==> config.mk <==
export PLATFORM = sky130hd
export DESIGN_NAME = sram16_responder_flat
export DESIGN_NICKNAME = d
export VERILOG_FILES = /design/src/rtl/sram16_responder_if.sv /design/src/rtl/sram16_responder.sv /design/src/flat_wrapper.sv
export SDC_FILE = /design/constraint.sdc
export NUM_CORES = 1
export LEC_CHECK = 0
export ABC_AREA = 1
export BUFFER_PORTS_ARGS = -buffer_cell sky130_fd_sc_hd__buf_4
export CORE_ASPECT_RATIO = 2
export CORE_MARGIN = 4
export CORE_UTILIZATION = 40
export DETAILED_ROUTE_END_ITERATION = 16
export PLACE_DENSITY_LB_ADDON = 0.12
export RECOVER_POWER = 50
export SETUP_SLACK_MARGIN = 0.1
export SLEW_MARGIN = 15
export SYNTH_ARGS = -nofsm -noshare
export SYNTH_HDL_FRONTEND = slang
export SYNTH_SLANG_ARGS = --single-unit
==> constraint.sdc <==
create_clock -name clk -period 3.31 [get_ports clk]
set_clock_uncertainty 0.05 [all_clocks]
set_input_delay 0.1655 -clock clk [delete_from_list [all_inputs] [get_ports clk]]
set_output_delay 0.1655 -clock clk [all_outputs]
set_load 0.01 [all_outputs]
==> src/rtl/sram16_responder_if.sv <==
// CPU-side FemtoRV32 memory bus as seen by the SRAM responder: request, data and busy handshake.
interface sram16_responder_if;
  logic        cs;
  logic [31:0] mem_addr;
  logic [31:0] mem_wdata;
  logic [3:0]  mem_wmask;
  logic        mem_rstrb;
  logic [31:0] mem_rdata;
  logic        mem_rbusy;
  logic        mem_wbusy;

  modport master (
    output cs, mem_addr, mem_wdata, mem_wmask, mem_rstrb,
    input  mem_rdata, mem_rbusy, mem_wbusy
  );

  modport slave (
    input  cs, mem_addr, mem_wdata, mem_wmask, mem_rstrb,
    output mem_rdata, mem_rbusy, mem_wbusy
  );
endinterface

==> src/rtl/sram16_responder.sv <==
// Maps 32-bit FemtoRV32 accesses onto a 16-bit asynchronous SRAM as one or two
// half-word cycles with WAIT extra wait states; all outputs are registered.
module sram16_responder #(
  parameter int AW   = 18,
  parameter int WAIT = 1
) (
  input  logic                 clk,
  input  logic                 resetn,
  sram16_responder_if.slave    bus,
  output logic [AW-1:0]        sram_addr,
  output logic [15:0]          sram_dq_o,
  output logic                 sram_dq_oe,
  input  logic [15:0]          sram_dq_i,
  output logic                 sram_cs_n,
  output logic                 sram_oe_n,
  output logic                 sram_we_n,
  output logic                 sram_lb_n,
  output logic                 sram_ub_n
);

  localparam logic [2:0] IDLE      = 3'd0;
  localparam logic [2:0] RD_LO     = 3'd1;
  localparam logic [2:0] RD_HI     = 3'd2;
  localparam logic [2:0] WR_LO     = 3'd3;
  localparam logic [2:0] WR_LO_REC = 3'd4;
  localparam logic [2:0] WR_HI     = 3'd5;
  localparam logic [2:0] WR_HI_REC = 3'd6;

  localparam logic [3:0] WAIT_CYC = 4'(WAIT);

  logic [2:0]    state, state_nxt;
  logic [3:0]    wcnt;
  logic [AW-2:0] addr_q, addr_nxt;
  logic [31:0]   wdata_q, wdata_nxt;
  logic [3:0]    wmask_q, wmask_nxt;
  logic [15:0]   rd_lo_q;
  logic [31:0]   rdata_q;
  logic          rbusy_q, wbusy_q;
  logic          in_access, phase_last, accept_wr, accept_rd;

  logic [AW-1:0] addr_d;
  logic [15:0]   dq_o_d;
  logic          dq_oe_d, cs_n_d, oe_n_d, we_n_d, lb_n_d, ub_n_d;

  logic unused_addr_bits;
  assign unused_addr_bits = ^{bus.mem_addr[31:AW+1], bus.mem_addr[1:0]};

  assign in_access  = (state == RD_LO) || (state == RD_HI) ||
                      (state == WR_LO) || (state == WR_HI);
  assign phase_last = (wcnt == WAIT_CYC);
  assign accept_wr  = (state == IDLE) && bus.cs && (bus.mem_wmask != 4'b0000);
  assign accept_rd  = (state == IDLE) && bus.cs && bus.mem_rstrb && !accept_wr;

  assign addr_nxt  = (accept_wr || accept_rd) ? bus.mem_addr[AW:2] : addr_q;
  assign wdata_nxt = accept_wr ? bus.mem_wdata : wdata_q;
  assign wmask_nxt = accept_wr ? bus.mem_wmask : wmask_q;

  always_comb begin
    state_nxt = state;
    case (state)
      IDLE: begin
        if (accept_wr)      state_nxt = (bus.mem_wmask[1:0] != 2'b00) ? WR_LO : WR_HI;
        else if (accept_rd) state_nxt = RD_LO;
      end
      RD_LO:     if (phase_last) state_nxt = RD_HI;
      RD_HI:     if (phase_last) state_nxt = IDLE;
      WR_LO:     if (phase_last) state_nxt = WR_LO_REC;
      WR_LO_REC: state_nxt = (wmask_q[3:2] != 2'b00) ? WR_HI : IDLE;
      WR_HI:     if (phase_last) state_nxt = WR_HI_REC;
      WR_HI_REC: state_nxt = IDLE;
      default:   state_nxt = IDLE;
    endcase
  end

  // Pin values are derived from the next state so the registered strobes
  // line up with the state they belong to, starting the cycle after sampling.
  always_comb begin
    addr_d  = sram_addr;
    dq_o_d  = sram_dq_o;
    dq_oe_d = 1'b0;
    cs_n_d  = 1'b1;
    oe_n_d  = 1'b1;
    we_n_d  = 1'b1;
    lb_n_d  = 1'b1;
    ub_n_d  = 1'b1;
    case (state_nxt)
      RD_LO, RD_HI: begin
        addr_d = {addr_nxt, (state_nxt == RD_HI)};
        cs_n_d = 1'b0;
        oe_n_d = 1'b0;
        lb_n_d = 1'b0;
        ub_n_d = 1'b0;
      end
      WR_LO, WR_LO_REC: begin
        addr_d  = {addr_nxt, 1'b0};
        dq_o_d  = wdata_nxt[15:0];
        dq_oe_d = 1'b1;
        cs_n_d  = 1'b0;
        we_n_d  = (state_nxt != WR_LO);
        lb_n_d  = ~wmask_nxt[0];
        ub_n_d  = ~wmask_nxt[1];
      end
      WR_HI, WR_HI_REC: begin
        addr_d  = {addr_nxt, 1'b1};
        dq_o_d  = wdata_nxt[31:16];
        dq_oe_d = 1'b1;
        cs_n_d  = 1'b0;
        we_n_d  = (state_nxt != WR_HI);
        lb_n_d  = ~wmask_nxt[2];
        ub_n_d  = ~wmask_nxt[3];
      end
      default: ;
    endcase
  end

  always_ff @(posedge clk or negedge resetn) begin
    if (!resetn) begin
      state      <= IDLE;
      wcnt       <= '0;
      addr_q     <= '0;
      wdata_q    <= '0;
      wmask_q    <= '0;
      rd_lo_q    <= '0;
      rdata_q    <= '0;
      rbusy_q    <= 1'b0;
      wbusy_q    <= 1'b0;
      sram_addr  <= '0;
      sram_dq_o  <= '0;
      sram_dq_oe <= 1'b0;
      sram_cs_n  <= 1'b1;
      sram_oe_n  <= 1'b1;
      sram_we_n  <= 1'b1;
      sram_lb_n  <= 1'b1;
      sram_ub_n  <= 1'b1;
    end else begin
      state   <= state_nxt;
      wcnt    <= ((state_nxt != state) || !in_access) ? '0 : wcnt + 4'd1;
      addr_q  <= addr_nxt;
      wdata_q <= wdata_nxt;
      wmask_q <= wmask_nxt;
      if ((state == RD_LO) && phase_last) rd_lo_q <= sram_dq_i;
      if ((state == RD_HI) && phase_last) rdata_q <= {sram_dq_i, rd_lo_q};
      rbusy_q    <= (state_nxt == RD_LO) || (state_nxt == RD_HI);
      wbusy_q    <= (state_nxt == WR_LO) || (state_nxt == WR_LO_REC) ||
                    (state_nxt == WR_HI) || (state_nxt == WR_HI_REC);
      sram_addr  <= addr_d;
      sram_dq_o  <= dq_o_d;
      sram_dq_oe <= dq_oe_d;
      sram_cs_n  <= cs_n_d;
      sram_oe_n  <= oe_n_d;
      sram_we_n  <= we_n_d;
      sram_lb_n  <= lb_n_d;
      sram_ub_n  <= ub_n_d;
    end
  end

  assign bus.mem_rdata = rdata_q;
  assign bus.mem_rbusy = rbusy_q;
  assign bus.mem_wbusy = wbusy_q;

endmodule

==> src/flat_wrapper.sv <==
// flat-port wrapper written by rule: the top's interface ports become plain ports
module sram16_responder_flat 
#(
  parameter int AW   = 18,
  parameter int WAIT = 1
)
  (clk, resetn, sram_addr, sram_dq_o, sram_dq_oe, sram_dq_i, sram_cs_n, sram_oe_n, sram_we_n, sram_lb_n, sram_ub_n, bus_cs, bus_mem_addr, bus_mem_wdata, bus_mem_wmask, bus_mem_rstrb, bus_mem_rdata, bus_mem_rbusy, bus_mem_wbusy);
  sram16_responder_if bus_i ();
  input  logic clk;
  input  logic resetn;
  output logic [AW-1:0] sram_addr;
  output logic [15:0] sram_dq_o;
  output logic sram_dq_oe;
  input  logic [15:0] sram_dq_i;
  output logic sram_cs_n;
  output logic sram_oe_n;
  output logic sram_we_n;
  output logic sram_lb_n;
  output logic sram_ub_n;
  input wire logic [$bits(bus_i.cs)-1:0] bus_cs;
  input wire logic [$bits(bus_i.mem_addr)-1:0] bus_mem_addr;
  input wire logic [$bits(bus_i.mem_wdata)-1:0] bus_mem_wdata;
  input wire logic [$bits(bus_i.mem_wmask)-1:0] bus_mem_wmask;
  input wire logic [$bits(bus_i.mem_rstrb)-1:0] bus_mem_rstrb;
  output wire logic [$bits(bus_i.mem_rdata)-1:0] bus_mem_rdata;
  output wire logic [$bits(bus_i.mem_rbusy)-1:0] bus_mem_rbusy;
  output wire logic [$bits(bus_i.mem_wbusy)-1:0] bus_mem_wbusy;
  assign bus_i.cs = bus_cs;
  assign bus_i.mem_addr = bus_mem_addr;
  assign bus_i.mem_wdata = bus_mem_wdata;
  assign bus_i.mem_wmask = bus_mem_wmask;
  assign bus_i.mem_rstrb = bus_mem_rstrb;
  assign bus_mem_rdata = bus_i.mem_rdata;
  assign bus_mem_rbusy = bus_i.mem_rbusy;
  assign bus_mem_wbusy = bus_i.mem_wbusy;
  sram16_responder #(.AW(AW), .WAIT(WAIT)) u_core (.clk(clk), .resetn(resetn), .bus(bus_i), .sram_addr(sram_addr), .sram_dq_o(sram_dq_o), .sram_dq_oe(sram_dq_oe), .sram_dq_i(sram_dq_i), .sram_cs_n(sram_cs_n), .sram_oe_n(sram_oe_n), .sram_we_n(sram_we_n), .sram_lb_n(sram_lb_n), .sram_ub_n(sram_ub_n));
endmodule
=== After elaboration in Yosys (flattened, before gate mapping) ===
Index checks and enable logic that the tools add are counted.

* Bits in registers: 150
* Output and inout port bits: 74
* Word-level logic and storage cells: 86

* Add/sub/neg operators: 1
* Eq/ne operators: 15
* Mux-type cells: 21
* Bitwise operators: 4
* Reduce and logical (&&, ||, !) cells: 28

{| class="wikitable"
|+ Operators by type and width
! operator !! number
|-
| $pmux 18 s3 || 1
|-
| $mux 32 || 1
|-
| $pmux 16 s2 || 1
|-
| $mux 3 || 8
|-
| $pmux 3 s6 || 1
|-
| $mux 17 || 1
|-
| $eq 3x3->1 const B || 5
|-
| $eq 3x2->1 const B || 4
|-
| $logic_or 1x1->1 || 9
|-
| $mux 4 || 2
|-
| $eq 3x1->1 const B || 2
|-
| $logic_and 1x1->1 || 6
|-
| $pmux 1 s3 || 2
|-
| $reduce_bool 2->1 || 3
|-
| $reduce_or 2->1 || 3
|-
| $reduce_or 6->1 || 1
|-
| $add 4x1->4 const B || 1
|-
| $eq 4x1->1 const B || 1
|-
| $not 1->1 || 4
|-
| $reduce_bool 4->1 || 1
|-
| $reduce_or 4->1 || 1
|-
| $logic_not 3->1 || 1
|-
| $mux 1 || 3
|-
| $ne 3x2->1 const B || 1
|-
| 5 further kinds || 6
|}

=== Longest topological paths before layout ===
Gate-level depths: netlist (run 1).

* Depth after elaboration: 12
* Depth in mapped cells: 15
* Mapped depth without buffers: 14

=== Worst setup path after synthesis (run 1) ===
Ideal clock, no wire load.

* Path kind: register to register
* Start: reg u_core.wcnt[0]
* End: reg u_core.sram_addr[17]
* Setup time: 116 ps
* Data arrival time: 1,736 ps
* Path slack: 1,407 ps
* Stages on the path, launching flop included: 11
* Clock period less this slack: 1,903 ps
* Path through: dfrtp_1 ha_1 nand2_1 nor2_1 nor2_1 nand2_4 a21oi_1 nand3_1 buf_2 nand2_1 nand2_1

* Word-level cells in the longest chain between the ends: 6
* Elaborated cells on any way between the ends: 16
* Classes of those cells: eq/ne (7); mux (5); reduce/logical (4)

{| class="wikitable"
|+ RTL lines
! item !! RTL line !! RTL
|-
| from (decl) || sram16_responder.sv:32 || <nowiki>logic [3:0] wcnt;</nowiki>
|-
| from (signal assigned) || sram16_responder.sv:137 || <nowiki>wcnt <= ((state_nxt != state) || !in_access) ? '0 : wcnt + 4'd1;</nowiki>
|-
| $eq 4x1->1 (*) || sram16_responder.sv:50 || <nowiki>assign phase_last = (wcnt == WAIT_CYC);</nowiki>
|-
| $mux 3 (on tied branches) || -- ||
|-
| $pmux 3 s6 (*) || sram16_responder.sv:60 || <nowiki>case (state)</nowiki>
|-
| named net u_core.state_nxt[1] || sram16_responder.sv:31 || <nowiki>logic [2:0] state, state_nxt;</nowiki>
|-
| $eq 3x1->1 (tied with other cells) || sram16_responder.sv:86 || <nowiki>case (state_nxt)</nowiki>
|-
| $reduce_or 2->1 || sram16_responder.sv:86 ||
|-
| $reduce_bool 3->1 (no source line) (*) || -- ||
|-
| to (signal assigned) || sram16_responder.sv:146 || <nowiki>sram_addr <= addr_d;</nowiki>
|-
| to (decl) || sram16_responder.sv:10 || <nowiki>output logic [AW-1:0] sram_addr,</nowiki>
|}

Mark *: on every way through the listed nets, which the timed path passes. The rest lies on a longest branch.
A chain may end at the register's enable or synchronous reset.

=== Worst setup path in the final report (run 1) ===
* Start: in bus_mem_wmask[0]
* End: reg u_core.sram_addr[11]

* Word-level cells in the longest chain between the ends: 10
* Elaborated cells on any way between the ends: 22
* Classes of those cells: eq/ne (6); mux (6); reduce/logical (10)

{| class="wikitable"
|+ RTL lines
! item !! RTL line !! RTL
|-
| from (decl) || flat_wrapper.sv:23 || <nowiki>input wire logic [$bits(bus_i.mem_wmask)-1:0] bus_mem_wmask;</nowiki>
|-
| $reduce_bool 4->1 (*) || sram16_responder.sv:51 || <nowiki>assign accept_wr = (state == IDLE) && bus.cs && (bus.mem_wmask != 4'b0000);</nowiki>
|-
| $logic_and 1x1->1 (*) || sram16_responder.sv:51 ||
|-
| $logic_not 1->1 || sram16_responder.sv:52 || <nowiki>assign accept_rd = (state == IDLE) && bus.cs && bus.mem_rstrb && !accept_wr;</nowiki>
|-
| $logic_and 1x1->1 || sram16_responder.sv:52 ||
|-
| $mux 3 || sram16_responder.sv:63 || <nowiki>else if (accept_rd) state_nxt = RD_LO;</nowiki>
|-
| $mux 3 (*) || sram16_responder.sv:62 || <nowiki>if (accept_wr) state_nxt = (bus.mem_wmask[1:0] != 2'b00) ? WR_LO : WR_HI;</nowiki>
|-
| $pmux 3 s6 (*) || sram16_responder.sv:60 ||
|-
| named net u_core.state_nxt[0] || sram16_responder.sv:31 ||
|-
| $eq 3x1->1 (tied with other cells) || sram16_responder.sv:86 ||
|-
| $reduce_or 2->1 || sram16_responder.sv:86 ||
|-
| $reduce_bool 3->1 (no source line) (*) || -- ||
|}

Mark *: on every way through the listed nets, which the timed path passes. The rest lies on a longest branch. The select of a mux whose other input is x is not followed.

==> impl_metrics.py, run 1 <==
metrics = {
    "status": {
        "status": "complete, but fails checks",
        "violations": "max-capacitance violations, max-slew violations",
    },
    "sta": {
        "finalCritPeriodShare": 0.8217,
        "hold_ws_ns": 0.009566,
        "slew_viol_final": 77,
        "tns_ns": 0,
        "min_period_ns": 2.720,
        "hold_viol_final": 0,
        "worst_slew_pin_slew_ns": 1.887,
        "finalWorstSetupSlack_ns": 0.5901,
        "slew_headroom": -0.2582,
        "setup_viol": 0,
        "max_freq_mhz": 367.7,
        "grt_setup_unrepaired": "false",
    },
    "global_route": {
        "grt_pass1_vias": 5314,
        "grtUsageTotal": 0.1889,
        "grt_pass1_wl_um": 25230,
        "antenna_found_initial": 0,
        "grt_max_degree": 77,
        "grt_overflow": 0,
    },
    "route": {
        "drtAntennaViolNets": 0,
        "vias": 4983,
        "dr.pass1.iters": 5,
        "via_per_inst": 4.701,
        "drt_iter0_markers": 219,
        "routed_wl_um": 15250,
        "drc": 0,
        "wl_per_cell_um": 14.39,
    },
    "die": {
        "coreArea_mm2": 0.01474,
        "fp.dieW_um": 94.44,
        "die_h_um": 180.9,
        "pin_count": 162,
        "core.rowCount": 63,
        "fp.dieArea_mm2": 0.01708,
        "start_util": 0.4055,
    },
    "power": {
        "p_per_area_mw_per_mm2": 1008,
        "ir_drop_v": 0.0005605,
        "p_leak_nw": 4.159,
    },
    "setup_path": {
        "rr_worst_depth": 10,
        "arrival_ns": 3.02,
        "required_ns": 3.61,
        "reg2reg_to": "u_core.sram_addr[11]",
        "r2r-start": "u_core.wcnt[0]",
        "cpMostUsedCell": "nand2_2",
        "cp_top_family": "simple AND/OR/NAND/NOR gates",
        "endpoint_kind": "flop",
        "worstSetupPathType": "in2reg",
        "path_cells": "dlygate4sd3_1 > buf_4 > nor2_2 > nand2_2 > o21ai_4 > nand2_2 > nand2_2 > inv_2 > nand2_2 > o21ai_4 > nor2_8 > nand3_1 > nand2_1",
        "slowest_stage": "dlygate4sd3_1",
        "cp.depth": 13,
        "cpPeakStageDelay_ns": 0.54,
        "path_buf_inv": 3,
        "path_max_fanout": 36,
        "r2r_slack_ns": 0.79,
        "start_kind": "primary input",
    },
    "finish": {
        "nFillCells": 1383,
        "drive_gt1_frac": 0.1803,
        "nNetsFinal": 942,
        "synthToLayoutAreaGrowth_pct": 36.91,
        "diodes": 0,
        "layout_commonest_cell": "nand2_1",
        "fin_util": 0.5551,
        "final_cell_mix": "nand2_1 (286), dfrtp_1 (145), buf_4 (78)",
        "stdcell_count": 1060,
    },
    "worst_hold_path": {
        "hold_path_end": "u_core.addr_q[16]",
        "hold_class": "in2reg",
        "min_path_cells": 3,
        "hp-start": "bus_mem_addr[18]",
    },
    "clock_network": {
        "post_cts_resized": 0,
        "clkLatencyLatePin_ns": 0.41,
        "cts_tree": "yes",
        "clkSlewWorstSetupHoldPaths_ns": 0.06,
        "cts_htree_levels": 4,
        "max-clock-path-buffers": 2,
        "cts_buffers": 17,
        "cts-root-buf": "clkbuf_16",
        "cts_sinks": 150,
    },
    "logic_synthesis": {
        "syn_nets": 728,
        "netlist_instances": 638,
        "netlist_top_cells_area": "dfrtp_1 (61%), nand2_1 (18%), nand3_1 (3.4%)",
        "ys_ff_latch": 150,
        "netlist_area_mm2": 0.005977,
        "avgSynthCellArea_um2": 9.368,
        "synth_top_area_cell": "dfrtp_1",
        "yosysWarnings": 0,
        "yosysUniqueCellTypes": 28,
        "seq_area_frac_synth": 0.6291,
        "yosys.area.top_type_share": 0.6071,
    },
    "job": {
        "cap_violations": 1,
    },
    "place": {
        "dp.cells": 962,
        "port_buffers": 146,
        "dp_hpwl_um": 10340,
        "routabilityCongestion": 0.7626,
        "dp_slack_ns": 0.7069,
    },
}
-- timing repair --
action,in CTS,in global routing
setup buffers,0,0
hold endpoints to repair,150,0
hold buffers,66,0
-- per-layer routing --
| metal | share of wire | global-route usage |
|---|---|---|
| met5 | 0 | 0 |
| met1 | 0.38 | 0.2062 |
| met2 | 0.53 | 0.3388 |
| met4 | 0.030 | 0.08275 |
| met3 | 0.059 | 0.04542 |
-- cell usage after synthesis --
cell type	count
a21oi_1	4
a31oi_1	1
xor2_1	1
nor2_1	19
o21ai_0	34
nand3_1	41
buf_2	8
xnor2_1	1
nand4_1	1
dfrtp_1	145
mux2_2	16
nor2_2	3
nand2_1	286
clkbuf_1	13
nor2_4	1
o221ai_1	1
o21ai_4	2
nand2_4	2
dfstp_2	5
inv_1	31
o22ai_1	1
nand2_2	9
nor2_8	1
clkinv_1	1
ha_1	2
buf_6	3
buf_1	2
inv_2	4
-- final cells by class --
class / count / area (um^2) / area share
clock buffer: 18 / 429.2 / 0.05245
clock inverter: 14 / 118.9 / 0.01453
inverter: 36 / 135.1 / 0.01651
multi-input combinational: 426 / 1957 / 0.2391
sequential: 150 / 3760 / 0.4595
tap: 195 / 244.0 / 0.02982
timing repair buffer: 221 / 1539 / 0.1881
-- worst max path at each step --
stage                          start                    to  slack, ns
floorplan             u_core.wcnt[0]  u_core.sram_addr[17]       1.41
global placement    bus_mem_wmask[0]   u_core.sram_addr[3]       0.75
detailed placement  bus_mem_wmask[0]  u_core.sram_addr[17]       0.71
CTS                 bus_mem_wmask[0]  u_core.sram_addr[11]       0.55
global route        bus_mem_wmask[0]   u_core.sram_addr[6]       0.34
finish              bus_mem_wmask[0]  u_core.sram_addr[11]       0.59
-- report_power, final --
| group | switching, mW | total, mW | leakage, nW | internal (mW) |
|---|---|---|---|---|
| clock | 0.811 | 1.79 | 0.258 | 0.981 |
| sequential | 0.404 | 3.16 | 1.86 | 2.75 |
| combinational | 2.18 | 3.30 | 2.04 | 1.12 |
| total | 3.39 | 8.25 | 4.16 | 4.86 |
-- cell families after synthesis --
| logic type | count (synthesis) | synth area share |
|---|---|---|
| flops | 150 | 0.6291 |
| fa+ha+maj | 2 | 0.004186 |
| simple gates | 363 | 0.2485 |
| compound gates | 43 | 0.04082 |
| mux | 16 | 0.03014 |
| xor+xnor | 2 | 0.002931 |
| buf+inv | 62 | 0.04438 |
-- registers in the layout (all words and copies together) (netlist names) --
| signal | cells |
|---|---|
| u_core.sram_addr | 18 |
| u_core.sram_cs_n | 1 |
| u_core.state | 3 |
| u_core.wcnt | 4 |
| u_core.bus.mem_rdata | 32 |
| u_core.sram_we_n | 1 |
| u_core.bus.mem_wbusy | 1 |
| u_core.sram_lb_n | 1 |
| u_core.wdata_q | 32 |
| u_core.rd_lo_q | 16 |
| u_core.bus.mem_rbusy | 1 |
| u_core.sram_oe_n | 1 |
| u_core.sram_dq_oe | 1 |
| u_core.sram_dq_o | 16 |
| u_core.sram_ub_n | 1 |
| u_core.addr_q | 17 |
| u_core.wmask_q | 4 |
-- worst register-to-register path, cell delays in order (launching register included) --
cell and delay [ns]:
dfrtp_1 0.41, ha_1 0.20, nand2_1 0.23, nor2_1 0.10
nor2_1 0.26, nand2_4 0.13, nand2_2 0.10, o21ai_4 0.18
nor2_8 0.53, nand3_1 0.18, nand2_1 0.11
-- per-stage QoR --
| step | cell area, um^2 | power (mW) |
|---|---|---|
| floorplan | 5977 | 5.420 |
| global placement | 7263 | 6.686 |
| detailed placement | 7263 | 6.814 |
| CTS | 8472 | 8.720 |
| global route | 8183 | 8.936 |
| finish | 8183 | 8.247 |
Note: power is estimated with default switching activity, not from simulation.
==> run 2: changes to the inputs <==
- clock period: 3.31 -> 2.4 ns (I/O delays scaled with it)
==> run 2 against run 1 <==
The flow still finishes with violations (max-capacitance violations, max-slew violations). Sequential power increased by 38%. Critical path depth increased by 1. Core utilization increased by 1.2 points. Largest cell class unchanged. Highest routed layer unchanged.
==> impl_metrics.py, run 2 (synthesis gave the netlist of run 1 again) <==
metrics = {
    "job": {
        "cap_violations": 1,
    },
    "sta": {
        "grt_setup_unrepaired": "false",
        "setup_viol": 0,
        "slew_viol_final": 64,
        "finalWorstSetupSlack_ns": 0.2905,
        "finalCritPeriodShare": 0.8790,
        "hold_viol_final": 0,
        "slew_headroom": -0.09487,
        "worst_slew_pin_slew_ns": 1.642,
        "max_freq_mhz": 474.0,
        "min_period_ns": 2.110,
        "tns_ns": 0,
    },
    "die": {
        "fp.dieArea_mm2": 0.01708,
        "start_util": 0.4055,
        "core.rowCount": 63,
        "die_h_um": 180.9,
        "pin_count": 162,
        "coreArea_mm2": 0.01474,
        "fp.dieW_um": 94.44,
    },
    "finish": {
        "nNetsFinal": 951,
        "fin_area_mm2": 0.008367,
        "drive_gt1_frac": 0.1957,
        "layout_commonest_cell": "nand2_1",
        "diodes": 0,
        "final_cell_mix": "nand2_1 (285), dfrtp_1 (145), buf_4 (88)",
        "synthToLayoutAreaGrowth_pct": 39.98,
        "fin_util": 0.5676,
    },
    "clock_network": {
        "clkLatencyLatePin_ns": 0.42,
        "post_cts_buffers": 0,
        "cts_buffers": 17,
        "cts_sinks": 150,
        "cts_htree_levels": 4,
        "clkSlewWorstSetupHoldPaths_ns": 0.07,
        "max-clock-path-buffers": 2,
        "cts_tree": "yes",
        "cts-root-buf": "clkbuf_16",
    },
    "setup_path": {
        "worstSetupPathType": "reg2reg",
        "reg2reg_to": "u_core.sram_addr[3]",
        "cpMostUsedCell": "nand2_1",
        "rr_worst_depth": 14,
        "path_cells": "nor2_2 > nand2_2 > nor2_4 > nand2_2 > nand2_1 > nand2_2 > nand2_4 > nand2_1 > nand2_1 > nand2_1 > nand3_1 > buf_4 > nand2_1 > nand2_1",
        "endpoint_kind": "flop",
        "arrival_ns": 2.41,
        "cpPeakStageDelay_ns": 0.46,
        "r2r_slack_ns": 0.29,
        "r2r-start": "u_core.state[1]",
        "required_ns": 2.70,
        "path_max_fanout": 20,
        "cp-endpoint": "u_core.sram_addr[3]",
        "critPathLaunch": "u_core.state[1]",
        "slowest_stage": "dfrtp_1",
        "start_kind": "flop",
    },
    "global_route": {
        "grtUsageTotal": 0.1893,
        "grt_pass1_vias": 5287,
        "antenna_found_initial": 0,
        "grt_overflow": 0,
        "grt_pass1_wl_um": 25170,
        "grt_max_degree": 64,
    },
    "route": {
        "routed_wl_um": 15340,
        "drc": 0,
        "via_per_inst": 4.700,
        "drtAntennaViolNets": 0,
        "dr.pass1.iters": 4,
        "drt_iter0_markers": 170,
        "wl_per_cell_um": 14.35,
        "vias": 5024,
    },
    "status": {
        "status": "complete, but fails checks",
        "violations": "max-capacitance violations, max-slew violations",
    },
    "power": {
        "seqPwrFrac": 0.369,
        "clkPwrFrac": 0.228,
        "p_leak_nw": 4.256,
        "ir_drop_v": 0.0007669,
        "power.internal_mw": 7.151,
        "comb_power_share": 0.403,
        "p_sw_mw": 4.702,
        "power_mw": 11.85,
        "p_per_area_mw_per_mm2": 1417,
        "switching_share": 0.3967,
    },
    "place": {
        "dp_hpwl_um": 10610,
        "routabilityCongestion": 0.8381,
        "dp_slack_ns": 0.1515,
        "placed_area_mm2": 0.007353,
        "port_buffers": 146,
    },
    "worst_hold_path": {
        "hold_class": "in2reg",
    },
}
run 2: cell types whose count changed in the layout (fill, tap and decap cells not counted), moves of 2 or more:
cell	delta
clkbuf_2	-2
buf_12	+2
dlygate4sd3_1	+2
clkinv_4	-2
buf_4	+10
clkbuf_1	-5
bufinv_16	+2
run 2: cell type report:
class	count	area [um^2]
Fill cell	1376	6374
Sequential cell	150	3760
Multi-Input combinational cell	426	1962
Timing Repair Buffer	230	1660
Clock buffer	18	439.2
Tap cell	195	244.0
Clock inverter	14	162.7
Inverter	36	138.9
run 2: power by group through the flow:
stage | Sequential, mW | Combinational, mW | Clock (mW)
2_1_floorplan | 4.56 | 2.92 | 0
3_3_place_gp | 4.37 | 5.05 | 0
3_5_place_dp | 4.43 | 5.18 | 0
4_1_cts | 4.40 | 5.29 | 2.77
5_1_grt | 4.49 | 5.43 | 2.90
6_report | 4.37 | 4.78 | 2.70
run 2: critical path, delay by kind of cell, from the launching register on:
| kind | cells | cell delay, ns |
|---|---|---|
| simple gates | 13 | 1.26 |
| buf+inv | 1 | 0.25 |
| flops | 1 | 0.46 |
run 2: per-stage QoR:
step	instances	hold WS, ns
global placement	969	0.09571
floorplan	638	-0.2256
global route	1069	0.05785
finish	1069	0.04197
detailed placement	969	0.1078
CTS	1069	0.04783
run 2: routing by layer:
metal  routed length, um  part of all wire  vias to the layer above  track usage
li1                    -                 -                     2443            -
met1                5669              0.37                     2420       0.1970
met2                8374              0.55                      130       0.3454
met3                 840             0.055                       31      0.05125
met4                 458             0.030                        0      0.08333
met5                   0                 0                        -            0
run 2: worst min-delay path by stage:
stage                                start  slack [ns]  depth (start not counted)                    to
final                     bus_mem_wmask[2]        0.04                          5     u_core.wmask_q[2]
after global routing                bus_cs        0.06                          4       u_core.state[1]
after CTS                 bus_mem_wmask[2]        0.05                          5     u_core.wmask_q[2]
after detailed placement            resetn        0.11                          1  u_core.sram_dq_o[14]
after global placement              resetn         0.1                          1    u_core.wdata_q[30]
after floorplan                     resetn       -0.23                          0      u_core.addr_q[0]
run 2: timing repair:
action	4_1_cts	5_1_grt
hold buffers	68	0
setup endpoints to repair	0	51
hold endpoints to repair	171	0
gates resized for setup	0	3
